<file path="config.mk">
export PLATFORM = sky130hd
export DESIGN_NAME = cu_sequencer
export DESIGN_NICKNAME = d
export VERILOG_FILES = /design/src/rtl/cu_sequencer.sv
export SDC_FILE = /design/constraint.sdc
export NUM_CORES = 1
export LEC_CHECK = 0
export BUFFER_PORTS_ARGS = -buffer_cell sky130_fd_sc_hd__buf_2
export CAP_MARGIN = 20
export CORE_UTILIZATION = 49
export DETAILED_ROUTE_END_ITERATION = 8
export HOLD_SLACK_MARGIN = 0.03
export PLACE_DENSITY = 0.82
export SLEW_MARGIN = 10
export SYNTH_ARGS = -nofsm -noshare
export SYNTH_HDL_FRONTEND = slang
export SYNTH_SLANG_ARGS = --single-unit
</file>
<file path="constraint.sdc">
create_clock -name clk -period 1.89 [get_ports clk]
set_input_delay 0.378 -clock clk [delete_from_list [all_inputs] [get_ports clk]]
set_output_delay 0.378 -clock clk [all_outputs]
set_load 0.005 [all_outputs]
</file>
<file path="src/rtl/cu_sequencer.sv">
// cu_sequencer: multi-cycle control-unit sequencer.
// Walks each instruction through FETCH/DECODE and its class-specific states.
// Pulses retire and counts every completed instruction.
// Latches into a sticky TRAP on an unsupported opcode.
module cu_sequencer #(
  parameter int CNT_W = 32
) (
  input  logic             clk,
  input  logic             rst,
  input  logic [6:0]       opcode,
  input  logic             mem_ready,
  input  logic             stall,
  output logic [3:0]       curr_state,
  output logic             retire,
  output logic [CNT_W-1:0] retired_cnt,
  output logic             illegal_op
);

  localparam logic [3:0] S_FETCH     = 4'b0000;
  localparam logic [3:0] S_DECODE    = 4'b0001;
  localparam logic [3:0] S_MEM_ADR   = 4'b0010;
  localparam logic [3:0] S_MEM_READ  = 4'b0011;
  localparam logic [3:0] S_MEM_WB    = 4'b0100;
  localparam logic [3:0] S_MEM_WRITE = 4'b0101;
  localparam logic [3:0] S_EXECUTE_R = 4'b0110;
  localparam logic [3:0] S_ALU_WB    = 4'b0111;
  localparam logic [3:0] S_EXECUTE_I = 4'b1000;
  localparam logic [3:0] S_BNEZ      = 4'b1001;
  localparam logic [3:0] S_TRAP      = 4'b1010;

  localparam logic [6:0] OP_LOAD   = 7'b0000011;
  localparam logic [6:0] OP_STORE  = 7'b0100011;
  localparam logic [6:0] OP_RTYPE  = 7'b0110011;
  localparam logic [6:0] OP_ITYPE  = 7'b0010011;
  localparam logic [6:0] OP_BRANCH = 7'b1100011;

  localparam logic [CNT_W-1:0] CNT_ONE = {{(CNT_W-1){1'b0}}, 1'b1};

  logic [3:0]       state_q, state_d;
  logic [6:0]       op_q, op_d;
  logic             retire_q, retire_d;
  logic [CNT_W-1:0] cnt_q, cnt_d;
  logic             illegal_q, illegal_d;
  logic             complete;

  // Next-state, opcode latch, retire and counter logic; stall freezes everything.
  always_comb begin
    state_d   = state_q;
    op_d      = op_q;
    retire_d  = 1'b0;
    cnt_d     = cnt_q;
    illegal_d = illegal_q;
    complete  = 1'b0;
    if (!stall) begin
      case (state_q)
        S_FETCH:     if (mem_ready) state_d = S_DECODE;
        S_DECODE: begin
          op_d = opcode;
          case (opcode)
            OP_LOAD, OP_STORE: state_d = S_MEM_ADR;
            OP_RTYPE:          state_d = S_EXECUTE_R;
            OP_ITYPE:          state_d = S_EXECUTE_I;
            OP_BRANCH:         state_d = S_BNEZ;
            default: begin
              state_d   = S_TRAP;
              illegal_d = 1'b1;
            end
          endcase
        end
        // Memory path follows the opcode captured in DECODE, not the live input.
        S_MEM_ADR: begin
          if (op_q == OP_LOAD)       state_d = S_MEM_READ;
          else if (op_q == OP_STORE) state_d = S_MEM_WRITE;
          else                       state_d = S_FETCH;
        end
        S_MEM_READ:  if (mem_ready) state_d = S_MEM_WB;
        S_MEM_WB: begin
          state_d  = S_FETCH;
          complete = 1'b1;
        end
        S_MEM_WRITE: begin
          if (mem_ready) begin
            state_d  = S_FETCH;
            complete = 1'b1;
          end
        end
        S_EXECUTE_R: state_d = S_ALU_WB;
        S_EXECUTE_I: state_d = S_ALU_WB;
        S_ALU_WB, S_BNEZ: begin
          state_d  = S_FETCH;
          complete = 1'b1;
        end
        S_TRAP:      state_d = S_TRAP;
        // Unused encodings recover to FETCH without retiring anything.
        default:     state_d = S_FETCH;
      endcase
    end
    if (complete) begin
      retire_d = 1'b1;
      cnt_d    = cnt_q + CNT_ONE;
    end
  end

  // State registers with synchronous active-high reset.
  always_ff @(posedge clk) begin
    if (rst) begin
      state_q   <= S_FETCH;
      op_q      <= 7'b0;
      retire_q  <= 1'b0;
      cnt_q     <= '0;
      illegal_q <= 1'b0;
    end else begin
      state_q   <= state_d;
      op_q      <= op_d;
      retire_q  <= retire_d;
      cnt_q     <= cnt_d;
      illegal_q <= illegal_d;
    end
  end

  assign curr_state  = state_q;
  assign retire      = retire_q;
  assign retired_cnt = cnt_q;
  assign illegal_op  = illegal_q;

endmodule

</file>
=== Word level (Yosys, flattened, before mapping) ===
Cells that the tools add are included.

* Latch bits: 0
* Input bits: 11
* ROM bits: 0
* Output and inout port bits: 38
* RAM bits: 0
* Register bits: 45
* Logic and storage cells: 47
* Memories: 0

* Div/mod/pow operators: 0
* Add/subtract/negate cells: 1
* Reduce and logical (&&, ||, !) cells: 8
* Bitwise operators: 2
* Order comparisons: 0
* Mux-type cells: 11
* Multiply operators: 0
* Shifts and indexed selects: 0
* Equality and inequality tests: 20

{| class="wikitable"
|+ Operator list
! operator !! number
|-
| $add 32x1->32 const B || 1
|-
| $pmux 4 s7 || 1
|-
| $eq 7x6->1 const B || 3
|-
| $eq 4x3->1 const B || 4
|-
| $pmux 4 s4 || 1
|-
| $eq 7x2->1 const B || 2
|-
| $eq 4x4->1 const B || 3
|-
| $mux 4 || 3
|-
| $eq 4x2->1 const B || 2
|-
| $eq 7x5->1 const B || 1
|-
| $eq 7x7->1 const B || 1
|-
| $mux 3 || 2
|-
| $ne 2x2->1 const B || 3
|-
| $reduce_or 5->1 || 1
|-
| $eq 4x1->1 const B || 1
|-
| $logic_not 4->1 || 1
|-
| $reduce_and 4->1 || 1
|-
| $reduce_or 2->1 || 2
|-
| $mux 1 || 3
|-
| $reduce_and 3->1 || 1
|-
| $reduce_or 3->1 || 1
|-
| $not 1->1 || 2
|-
| $pmux 1 s2 || 1
|-
| $reduce_and 2->1 || 1
|}

=== Depth between registers and ports, before layout ===
Gate-level depths: netlist (run 1).

* Word-level depth: 5
* Mapped depth: 7
* Mapped depth without buffers: 6

=== Least setup slack after synthesis (run 1) ===
No wires, ideal clock.

* Path type: register -> register
* Start: reg state_q[0], in the netlist curr_state[0]
* End: reg cnt_q[27], in the netlist retired_cnt[27]
* Stages on the path, launching flop included: 8
* Setup time: 70 ps
* Required time: 1,820 ps
* Arrival time: 1,975 ps
* Clock period less this slack: 2,046 ps
* Setup slack: -156 ps
* Path through: dfxtp_1 -> buf_4 -> and4b_1 -> a31oi_2 -> a2111o_1 -> buf_2 -> or4_1 -> a21oi_1

* Longest elaborated chain between the ends: 4

{| class="wikitable"
|+ RTL lines
! item !! line !! source
|-
| start, declared || 39 || <nowiki>logic [3:0] state_q, state_d;</nowiki>
|-
| start signal, assigned || 113 || <nowiki>state_q <= state_d;</nowiki>
|-
| $eq 4x3->1 / $eq 4x4->1 (equally long branches) || 55 || <nowiki>case (state_q)</nowiki>
|-
| $reduce_or 3->1 (no source line) || -- ||
|-
| $pmux 1 s2 (*) || 55 ||
|-
| $mux 1 (*) || 54 || <nowiki>if (!stall) begin</nowiki>
|-
| end signal, assigned || 116 || <nowiki>cnt_q <= cnt_d;</nowiki>
|-
| end, declared || 42 || <nowiki>logic [CNT_W-1:0] cnt_q, cnt_d;</nowiki>
|}

Every way passes the cells marked *; elsewhere a longest branch is shown, timed or not.
A chain may end at the register's enable or synchronous reset.

=== Final worst setup path (run 1) ===
* Start: reg state_q[3], in the netlist curr_state[3]
* End: reg cnt_q[28], in the netlist retired_cnt[28]

Same word-level chain as after synthesis.

==> results of run 1 <==
-- power by group --
group          internal, W  total, W  switching [W]
logic            0.0000806  0.000184       0.000104
clock network     0.000385  0.000709       0.000324
registers         0.000962  0.000977      0.0000149
-- worst max-delay path: cells and delay by family, from the launching register on --
kind	cells	cell delay, ns
AO/OA/AOI/OAI	4	0.96
flip-flops	1	0.37
buffers and inverters	1	0.18
AND/OR/NAND/NOR	1	0.29
-- layout make-up --
type,instances,area (sq um),share of cell area
repair buffers,97,608,0.193
clock buffers,5,68.8,0.0219
multi-input cells,216,1420,0.450
flip-flops and latches,45,920,0.292
inverters,9,33.8,0.0107
clock inverters,2,35.0,0.0111
well taps,52,65.1,0.0207
-- worst min-delay path by stage --
stage,start,endpoint,cells past startpoint
after global placement,illegal_op$_SDFFE_PP0P_,illegal_op$_SDFFE_PP0P_,2
after CTS,opcode[1],op_q[1]$_SDFFE_PP0P_,3
after detailed placement,illegal_op$_SDFFE_PP0P_,illegal_op$_SDFFE_PP0P_,2
after floorplan,op_q[2]$_SDFFE_PP0P_,op_q[2]$_SDFFE_PP0P_,2
final,opcode[1],op_q[1]$_SDFFE_PP0P_,3
after global routing,opcode[1],op_q[1]$_SDFFE_PP0P_,3
-- metrics by stage --
stage               setup WS [ns]  instances  setup TNS [ns]  area (sq um)  hold WS, ns
detailed placement         -0.186        418           -1.03          2970        0.453
finish                    -0.0135        426         -0.0135          3150        0.323
global placement          -0.0921        418          -0.439          2970        0.443
CTS                       -0.0533        425          -0.103          3090        0.318
floorplan                 -0.0680        288          -0.207          2420        0.449
global route              -0.0577        426          -0.300          3150        0.319
-- metal layers --
metal	vias up	GRT usage	routed length (microns)
met3	7	0.0464	308
met4	0	0.0978	91
met1	1182	0.346	2880
met2	73	0.394	3070
li1	1250	-	-
met5	-	0	0
-- registers in the layout, indices dropped and copies added (netlist names) --
register / count
curr_state: 4
illegal_op: 1
op_q: 7
retire: 1
retired_cnt: 32
-- logic make-up (layout without fill, tap and decap cells) --
logic type,after synthesis,in the layout,synth area share
AND/OR/NAND/NOR,109,109,0.252
multiplexers,1,1,0.00424
adder cells (fa/ha/maj),1,1,0.00530
flip-flops,45,45,0.382
XOR/XNOR,16,16,0.0594
AO/OA/AOI/OAI,89,89,0.246
buffers and inverters,27,113,0.0509
-- synth_stat cells (all sizes together) (2+ instances only) --
library cell | number | area, sq um
a211oi | 10 | 75.1
o2bb2ai | 3 | 26.3
nand2b | 3 | 18.8
nand2 | 21 | 81.3
nand4b | 3 | 26.3
a21oi | 32 | 160
and2 | 2 | 12.5
a2111oi | 3 | 27.5
xnor2 | 15 | 131
nand3b | 2 | 15.0
o31ai | 10 | 75.1
and3 | 7 | 43.8
a31oi | 4 | 31.3
clkbuf | 12 | 46.3
dfxtp | 45 | 901
buf | 6 | 40.0
a41oi | 2 | 17.5
or3 | 2 | 12.5
inv | 9 | 33.8
nor2 | 26 | 103
nand4 | 8 | 50.1
and4b | 2 | 20.0
a31o | 2 | 17.5
nand3 | 13 | 65.1
nor4 | 2 | 12.5
a21o | 2 | 15.0
or4 | 10 | 75.1
o21ai | 14 | 70.1
nor3 | 3 | 15.0
-- timing repair --
| action | CTS | global route |
|---|---|---|
| pin swaps | 4 | 3 |
| setup buffers | 0 | 1 |
| endpoints found under the hold margin | 0 | 0 |
| gates resized for setup | 7 | 14 |
| setup endpoints to repair | 10 | 13 |
==> results by group, run 1 <==
CTS
  – Worst skew pair latency: about 0.3 ns
  – Clock sink count: 45
  – Post-CTS Hold Fix Bufs: 0
  – Clock Path Buffers: 2
  – Num CTS Buffers: 5
  – TritonCTS clock tree: yes
  – CTS root buffer: clkbuf_8
  – Worst-path clk slew: 0.09 ns
  – H-tree Lvls: 2

Synth
  – Number of synthesized flops with an enable pin: 0
  – YS warnings: 0
  – Cell count after synthesis: ~290
  – Netlist cell types: 52
  – Top FF cell, synth: dfxtp_1
  – Mapped Nets: 300
  – Syn Std Cell Area: between 2000 and 2500 sq um
  – Yosys reg bits: 45
  – Sequential area share after synthesis: 0.382
  – Syn Area/Cell: ~8 sq um
  – Ys async rst share: 0

Route
  – Wire length per cell: ~15 microns
  – WL final: 6340 microns
  – Post-route ant nets: 0
  – First DRT Iteration DRCs: roughly 160
  – DR pass1 iterations: 7
  – Vias per cell: 5.90
  – DR vias: 2512
  – # DRC: 4

Critical path
  – CP peak stage delay: 0.49 ns
  – Worst path cell trace: and4b_1, a31oi_4, a2111o_1, buf_4, o31ai_1, a21oi_2
  – Required time of the critical path: roughly 2.1 ns
  – R2r worst-path depth: 6
  – Crit end category: register
  – Critical path endpoint: retired_cnt[28]$_SDFFE_PP0P_
  – Slowest cell on crit path: a2111o_1
  – R2r setup slk: -0.01 ns
  – Critical Path Fanout Max: 8
  – Worst EP arrival: 2.09 ns
  – Critical path class: reg2reg
  – RR Endpoint: retired_cnt[28]$_SDFFE_PP0P_
  – Startpoint types: register
  – Worst Setup SP: curr_state[3]$_SDFFE_PP0P_
  – Worst R2R Start: curr_state[3]$_SDFFE_PP0P_

Cells and area
  – Area Growth Syn to Fin: 33.3%
  – Final core occ: 0.698
  – Fill cells: roughly 350
  – Commonest non-fill, non-tap cells in the layout: buf_4 (49), buf_2 (48), dfxtp_1 (36), a21oi_1 (29), nor2_1 (24)
  – ANT cells: 0
  – Nets: roughly 390
  – Layout cells sized above 1: 0.353
  – Commonest non-fill, non-tap cell in the layout: buf_4

Die
  – Initial core utilization: 0.524
  – Row count: 24
  – Die Y-Extent: roughly 71 microns
  – Die Wd: just over 70 microns
  – Die area: between 5000 and 6000 sq um
  – Placeable Area: 4500 sq um
  – Num ports: between 40 and 50

STA
  – Clock skew: ~0.0086 ns
  – Final period util: 1.01
  – # setup viols final: 1
  – RSZ-0062 raised after global routing: yes
  – Post-route minimum period: roughly 1.9 ns
  – Max_slew headroom: 0.635
  – Worst setup margin: -0.0135 ns
  – Fin. Hold Viols: 0
  – Max-slew violation count: 0
  – Fmax: approximately 0.53 GHz
  – Slew @ Worst Pin: ~0.53 ns

Global routing
  – First-pass GRT wire length: 10100 microns
  – Initial antenna violation count: 0
  – Total GRT Usage: 0.252
  – Vias in the first global route: roughly 2200
  – Grt ovf: 0
  – Largest net degree at the start of global routing: 29

Run status
  – Status: finished, violations left
  – Failing checks: DRC, setup timing

Place
  – Port bufs: 48
  – RD Place Congestion: around 0.85
  – DP HPWL: between 4000 and 5000 microns

Power and ir drop
  – P_leak: roughly 1.2 nW
  – Power Dens Cells: 595 nW/um^2
  – Power after layout: ~0.0019 W
  – VDD IR max: ~0.00052 V

Run
  – Max-cap viol count: 0

Min path
  – Hold WC Path Type: in2reg
Power figures use the tool's default switching activity.
==> run 2, diff against run 1 <==
--- a/config.mk
+++ b/config.mk
@@ -7,7 +7,9 @@
 export LEC_CHECK = 0
 export BUFFER_PORTS_ARGS = -buffer_cell sky130_fd_sc_hd__buf_2
 export CAP_MARGIN = 20
-export CORE_UTILIZATION = 49
+export CELL_PAD_IN_SITES_DETAIL_PLACEMENT = 1
+export CELL_PAD_IN_SITES_GLOBAL_PLACEMENT = 1
+export CORE_UTILIZATION = 36
 export DETAILED_ROUTE_END_ITERATION = 8
 export HOLD_SLACK_MARGIN = 0.03
 export PLACE_DENSITY = 0.82
==> results by group, run 2 (same netlist as run 1, synthesis figures left out) <==
Cells and area
  – Multi-input gate area: 1440 sq um (was 1420 sq um)
  – Layout cells sized above 1: 0.361 (was 0.353)
  – Nets: 390 (was 386)
  – ANT cells: 0 (unchanged)
  – Area Growth Syn to Fin: 37.9% (was 33.3%)
  – Final core occ: 0.512 (was 0.698)
  – Commonest non-fill, non-tap cell in the layout: buf_4 (unchanged)
  – Max reg flops: 32 (unchanged)
  – Commonest non-fill, non-tap cells in the layout: buf_4 (53), buf_2 (48), dfxtp_1 (39), a21oi_1 (28), nor2_1 (24) (was buf_4 (49), buf_2 (48), dfxtp_1 (36), a21oi_1 (29), nor2_1 (24))
  – Design area: 3250 sq um (was 3150 sq um)
  – Fill cells: 776 (was 349)
  – Register area: 916 sq um (was 920 sq um)

Route
  – Post-route ant nets: 0 (unchanged)
  – DR pass1 iterations: 4 (was 7)
  – Met3 routed wirelength: 212 microns (was 308 microns)
  – # DRC: 0 (was 4)
  – DR vias: 2599 (was 2512)
  – Vias per cell: 5.70 (was 5.90)
  – Wl on met1: 3570 microns (was 2880 microns)
  – First DRT Iteration DRCs: 120 (was 162)
  – DR WL met2: 3770 microns (was 3070 microns)
  – WL final: 7720 microns (was 6340 microns)
  – Wire length per cell: 16.9 microns (was 14.9 microns)
  – Uppermost layer routed: met4 (unchanged)

Place
  – DP HPWL: 5520 microns (was 4460 microns)
  – Port bufs: 48 (unchanged)
  – RD Place Congestion: 0.795 (was 0.847)
  – Placed Area: 3020 sq um (was 2970 sq um)
  – Pre-CTS WS: -0.200 ns (was -0.186 ns)

Critical path
  – Slowest cell on crit path: a2111o_1 (unchanged)
  – Worst EP arrival: 2.12 ns (was 2.09 ns)
  – RR Endpoint: retired_cnt[28]$_SDFFE_PP0P_ (unchanged)
  – Critical path class: reg2reg (unchanged)
  – Critical Path Fanout Max: 8 (unchanged)
  – R2r worst-path depth: 6 (unchanged)
  – Crit end category: register (unchanged)
  – Required time of the critical path: 2.09 ns (was 2.08 ns)
  – R2r setup slk: -0.03 ns (was -0.01 ns)
  – Worst R2R Start: curr_state[3]$_SDFFE_PP0P_ (unchanged)
  – Worst path cell trace: and4b_1, a31oi_4, a2111o_1, buf_4, o31ai_1, a21oi_2 (unchanged)
  – CP peak stage delay: 0.50 ns (was 0.49 ns)
  – Startpoint types: register (unchanged)

CTS
  – Post-CTS Hold Fix Bufs: 0 (unchanged)
  – TritonCTS clock tree: yes (unchanged)
  – Clock sink count: 45 (unchanged)
  – Clock Path Buffers: 2 (unchanged)
  – Worst-path clk slew: 0.09 ns (about the same)
  – CTS root buffer: clkbuf_8 (unchanged)
  – Num CTS Buffers: 5 (unchanged)
  – H-tree Lvls: 2 (unchanged)
  – Worst skew pair latency: 0.31 ns (was 0.30 ns)

STA
  – Fin. Hold Viols: 0 (unchanged)
  – Fmax: 0.520 GHz (was 0.525 GHz)
  – Slew @ Worst Pin: 0.394 ns (was 0.534 ns)
  – Max-slew violation count: 0 (unchanged)
  – Final period util: 1.02 (was 1.01)
  – Clock skew: 0.00775 ns (was 0.00858 ns)
  – Fin Setup TNS: -0.0592 ns (was -0.0135 ns)
  – Post-route minimum period: 1.92 ns (was 1.90 ns)
  – # setup viols final: 2 (was 1)
  – Worst setup margin: -0.0325 ns (was -0.0135 ns)
  – Max_slew headroom: 0.735 (was 0.635)
  – RSZ-0062 raised after global routing: yes (unchanged)

Die
  – Die Y-Extent: 83.0 microns (was 71.4 microns)
  – Num ports: 49 (unchanged)
  – Row count: 29 (was 24)
  – Die area: 6880 sq um (was 5100 sq um)
  – Die Wd: 83.0 microns (was 71.4 microns)
  – Initial core utilization: 0.372 (was 0.524)
  – Placeable Area: 6350 sq um (was 4500 sq um)

Power and ir drop
  – Power Dens Cells: 629 nW/um^2 (was 595 nW/um^2)
  – Power after layout: 0.00205 W (was 0.00187 W)
  – P_leak: 1.25 nW (was 1.21 nW)
  – VDD IR max: 0.000421 V (was 0.000516 V)

Min path
  – Worst hold path depth: 3 (unchanged)
  – Hold path endpoint: op_q[1]$_SDFFE_PP0P_ (unchanged)
  – Hold WC Path Type: in2reg (unchanged)
  – Hold Path Origin: opcode[1] (unchanged)

Global routing
  – First-pass GRT wire length: 12500 microns (was 10100 microns)
  – Vias in the first global route: 2567 (was 2184)
  – Initial antenna violation count: 0 (unchanged)
  – Total GRT Usage: 0.219 (was 0.252)
  – Grt ovf: 0 (unchanged)
  – Largest net degree at the start of global routing: 19 (was 29)

Run
  – Max-cap viol count: 0 (unchanged)

Run status
  – Failing checks: setup timing (was DRC, setup timing)
  – Status: finished, violations left (unchanged)
## run 2: repair_timing
item	CTS	global route
resized for setup	8	15
setup buffers	0	2
pin swaps	4	5
endpoints found under the setup margin	15	17
## run 2: power by group
part,switching [W],internal (W)
clock network,0.000354,0.000526
registers,0.0000140,0.000961
logic,0.000113,0.0000795
## run 2: critical path: cells and delay by family, from the launching register on
kind / cells / cell delay, ns
AOI/OAI and AO/OA: 4 / 0.95
DFF: 1 / 0.37
and+or+nand+nor: 1 / 0.29
buffers and inverters: 1 / 0.19
## run 2: through the flow
stage | instances | hold WS, ns
floorplan | 288 | 0.449
global placement | 446 | 0.444
detailed placement | 446 | 0.455
CTS | 454 | 0.303
global route | 456 | 0.311
finish | 456 | 0.313
## run 2: per-layer routing
metal / global-route usage / vias up
met5: 0 / -
met1: 0.289 / 1274
met3: 0.0288 / 14
li1: - / 1252
met4: 0.0815 / 0
met2: 0.364 / 59
## run 2: layout make-up
| cell class | count | area share |
|---|---|---|
| multi-input combinational | 216 | 0.441 |
| sequential | 45 | 0.282 |
| timing repair buffer | 101 | 0.196 |
| tap | 77 | 0.0296 |
| clock buffer | 5 | 0.0212 |
| clock inverter | 3 | 0.0200 |
| inverter | 9 | 0.0104 |
## run 2: how the worst max path moves through the flow
stage | end | depth (start not counted) | from | slack [ns]
5_1_grt | retired_cnt[28]$_SDFFE_PP0P_ | 6 | curr_state[3]$_SDFFE_PP0P_ | -0.11
3_3_place_gp | retired_cnt[11]$_SDFFE_PP0P_ | 8 | stall | -0.13
3_5_place_dp | retired_cnt[23]$_SDFFE_PP0P_ | 6 | stall | -0.20
4_1_cts | retired_cnt[27]$_SDFFE_PP0P_ | 5 | curr_state[3]$_SDFFE_PP0P_ | -0.06
2_1_floorplan | retired_cnt[27]$_SDFFE_PP0P_ | 7 | curr_state[0]$_SDFFE_PP0P_ | -0.07
6_report | retired_cnt[28]$_SDFFE_PP0P_ | 6 | curr_state[3]$_SDFFE_PP0P_ | -0.03
==> run 3, diff against run 2 <==
--- a/config.mk
+++ b/config.mk
@@ -9,10 +9,11 @@
 export CAP_MARGIN = 20
 export CELL_PAD_IN_SITES_DETAIL_PLACEMENT = 1
 export CELL_PAD_IN_SITES_GLOBAL_PLACEMENT = 1
-export CORE_UTILIZATION = 36
+export CORE_UTILIZATION = 37
+export CTS_BUF_LIST = sky130_fd_sc_hd__clkbuf_8
 export DETAILED_ROUTE_END_ITERATION = 8
 export HOLD_SLACK_MARGIN = 0.03
-export PLACE_DENSITY = 0.82
+export PLACE_DENSITY = 0.84
 export SLEW_MARGIN = 10
 export SYNTH_ARGS = -nofsm -noshare
 export SYNTH_HDL_FRONTEND = slang
==> results by group, run 3 (same netlist as run 1, synthesis figures left out) <==
Run status
  – Status: finished clean (was finished, violations left)

Critical path
  – Worst path cell trace: nand3_1, or4_4, or4_1, a21oi_1 (was and4b_1, a31oi_4, a2111o_1, buf_4, o31ai_1, a21oi_2)
  – Crit path max-delay family: simple AND/OR/NAND/NOR gates (was compound AO/OA/AOI/OAI gates)
  – Critical path class: reg2reg (unchanged)
  – Required time of the critical path: 2.13 ns (was 2.09 ns)
  – Critical path buffers and inverters: 0 (was 1)
  – Crit end category: register (unchanged)
  – CP peak stage delay: 0.60 ns (was 0.50 ns)
  – Startpoint types: register (unchanged)
  – Worst EP arrival: 2.12 ns (about the same)
  – Slowest cell on crit path: or4_4 (was a2111o_1)
  – Critical Path Fanout Max: 7 (was 8)

Global routing
  – Initial antenna violation count: 0 (unchanged)
  – First-pass GRT wire length: 11800 microns (was 12500 microns)
  – Total GRT Usage: 0.232 (was 0.219)
  – Largest net degree at the start of global routing: 46 (was 19)
  – Grt ovf: 0 (unchanged)
  – Vias in the first global route: 2443 (was 2567)

STA
  – Clock skew: 0.00943 ns (was 0.00775 ns)
  – Max-slew violation count: 0 (unchanged)
  – # setup viols final: 0 (was 2)
  – Fin Setup TNS: 0 ns (was -0.0592 ns)
  – Min Hold Slack: 0.331 ns (was 0.313 ns)
  – Worst setup margin: 0.0127 ns (was -0.0325 ns)
  – Final period util: 0.993 (was 1.02)
  – Max_slew headroom: 0.702 (was 0.735)
  – Fin. Hold Viols: 0 (unchanged)
  – Fmax: 0.533 GHz (was 0.520 GHz)
  – Slew @ Worst Pin: 0.436 ns (was 0.394 ns)
  – Post-route minimum period: 1.88 ns (was 1.92 ns)
  – RSZ-0062 raised after global routing: yes (unchanged)

Cells and area
  – Commonest non-fill, non-tap cells in the layout: buf_2 (48), buf_4 (45), dfxtp_1 (38), a21oi_1 (30), nor2_1 (24) (was buf_4 (53), buf_2 (48), dfxtp_1 (39), a21oi_1 (28), nor2_1 (24))
  – Nets: 384 (was 390)
  – Final Non-Filler Cells: 448 (was 456)
  – Max reg flops: 32 (unchanged)
  – Layout cells sized above 1: 0.335 (was 0.361)
  – Fill cells: 766 (was 776)
  – Area Growth Syn to Fin: 32.8% (was 37.9%)
  – ANT cells: 0 (unchanged)
  – Design area: 3130 sq um (was 3250 sq um)
  – Commonest non-fill, non-tap cell in the layout: buf_2 (was buf_4)

Die
  – Die Wd: 81.9 microns (was 83.0 microns)
  – Row count: 28 (was 29)
  – Die Y-Extent: 81.9 microns (was 83.0 microns)
  – Placeable Area: 6030 sq um (was 6350 sq um)
  – Initial core utilization: 0.392 (was 0.372)
  – Die area: 6700 sq um (was 6880 sq um)
  – Num ports: 49 (unchanged)

Power and ir drop
  – Comb power frac: 0.114 (was 0.094)
  – Switching pwr: 0.000455 W (was 0.000481 W)
  – VDD IR max: 0.000259 V (was 0.000421 V)
  – Reg power frac: 0.558 (was 0.476)
  – Internal: 0.00129 W (was 0.00157 W)
  – Clock power share: 0.329 (was 0.430)
  – Power Dens Cells: 558 nW/um^2 (was 629 nW/um^2)
  – P_leak: 1.21 nW (was 1.25 nW)
  – Sw frac: 0.260 (was 0.235)

CTS
  – Worst skew pair latency: 0.30 ns (was 0.31 ns)
  – CTS root buffer: clkbuf_8 (unchanged)
  – Clock Path Buffers: 2 (unchanged)
  – Worst-path clk slew: 0.09 ns (about the same)
  – Post-CTS Hold Fix Bufs: 0 (unchanged)
  – Num CTS Buffers: 5 (unchanged)
  – H-tree Lvls: 2 (unchanged)
  – Clock sink count: 45 (unchanged)
  – TritonCTS clock tree: yes (unchanged)

Route
  – Wire length per cell: 16.7 microns (was 16.9 microns)
  – Post-route ant nets: 0 (unchanged)
  – # DRC: 0 (unchanged)
  – DR vias: 2532 (was 2599)
  – WL final: 7480 microns (was 7720 microns)
  – DR pass1 iterations: 4 (unchanged)
  – First DRT Iteration DRCs: 140 (was 120)
  – Vias per cell: 5.65 (was 5.70)

Min path
  – Hold WC Path Type: in2reg (unchanged)

Place
  – Placed Area: 2980 sq um (was 3020 sq um)
  – Pre-CTS WS: -0.159 ns (was -0.200 ns)
  – Placed Instances: 438 (was 446)
  – Port bufs: 48 (unchanged)
  – RD Place Congestion: 0.840 (was 0.795)
  – DP HPWL: 5270 microns (was 5520 microns)

Run
  – Max-cap viol count: 0 (unchanged)
-- run 3: changes by cell type in the layout (fill, tap and decap cells not counted), sizes merged --
cell    change
buf         -6
inv         +3
bufinv      -2
clkinv      -1
-- run 3: tightest hold or removal path: stages --
cell and delay [ns]:
buf_2 0.10, nand2_1 0.05, a21oi_1 0.05
-- run 3: area by class of cell --
cell class	count	area [sq um]	share of cell area
Multi-Input combinational cell	216	1410	0.448
Sequential cell	45	912	0.291
Timing Repair Buffer	95	609	0.194
Tap cell	75	93.8	0.0299
Clock buffer	5	68.8	0.0220
Inverter	9	33.8	0.0108
Clock inverter	3	11.3	0.00359
-- run 3: routing by layer --
metal	wire length [microns]	global-route usage	vias to the layer above
met5	0	0	-
met4	101	0.0737	0
met3	221	0.0378	11
met2	3720	0.393	44
met1	3430	0.297	1242
li1	-	-	1235
-- run 3: what timing repair did --
action | 4_1_cts | 5_1_grt
buffers inserted | 0 | 2
endpoints found under the hold margin | 0 | 0
pin swaps | 1 | 4
resized for setup | 3 | 13
endpoints found under the setup margin | 15 | 18
-- run 3: power by group through the flow --
stage | Combinational [W] | Clock, W | Sequential (W)
2_1_floorplan | 0.000116 | 0 | 0.000995
3_3_place_gp | 0.000186 | 0 | 0.000998
3_5_place_dp | 0.000193 | 0 | 0.000999
4_1_cts | 0.000194 | 0.000589 | 0.000976
5_1_grt | 0.000220 | 0.000621 | 0.000978
6_report | 0.000199 | 0.000575 | 0.000976
-- run 3: worst paths after layout --
path              slack [ns]                      endpoint                   startpoint  cells after the start
hold / removal          0.33          op_q[0]$_SDFFE_PP0P_                    opcode[0]                      3
hold reg to reg         0.47       illegal_op$_SDFFE_PP0P_      illegal_op$_SDFFE_PP0P_                      2
setup / recovery        0.01  retired_cnt[27]$_SDFFE_PP0P_  retired_cnt[8]$_SDFFE_PP0P_                      4
setup reg to reg        0.01  retired_cnt[27]$_SDFFE_PP0P_  retired_cnt[8]$_SDFFE_PP0P_                      4
-- run 3: through the flow --
stage                     total power, W   util
after floorplan                  0.00111      -
after global placement           0.00118  0.495
after detailed placement         0.00119  0.495
after CTS                        0.00176  0.510
after global routing             0.00182  0.520
final                            0.00175  0.520
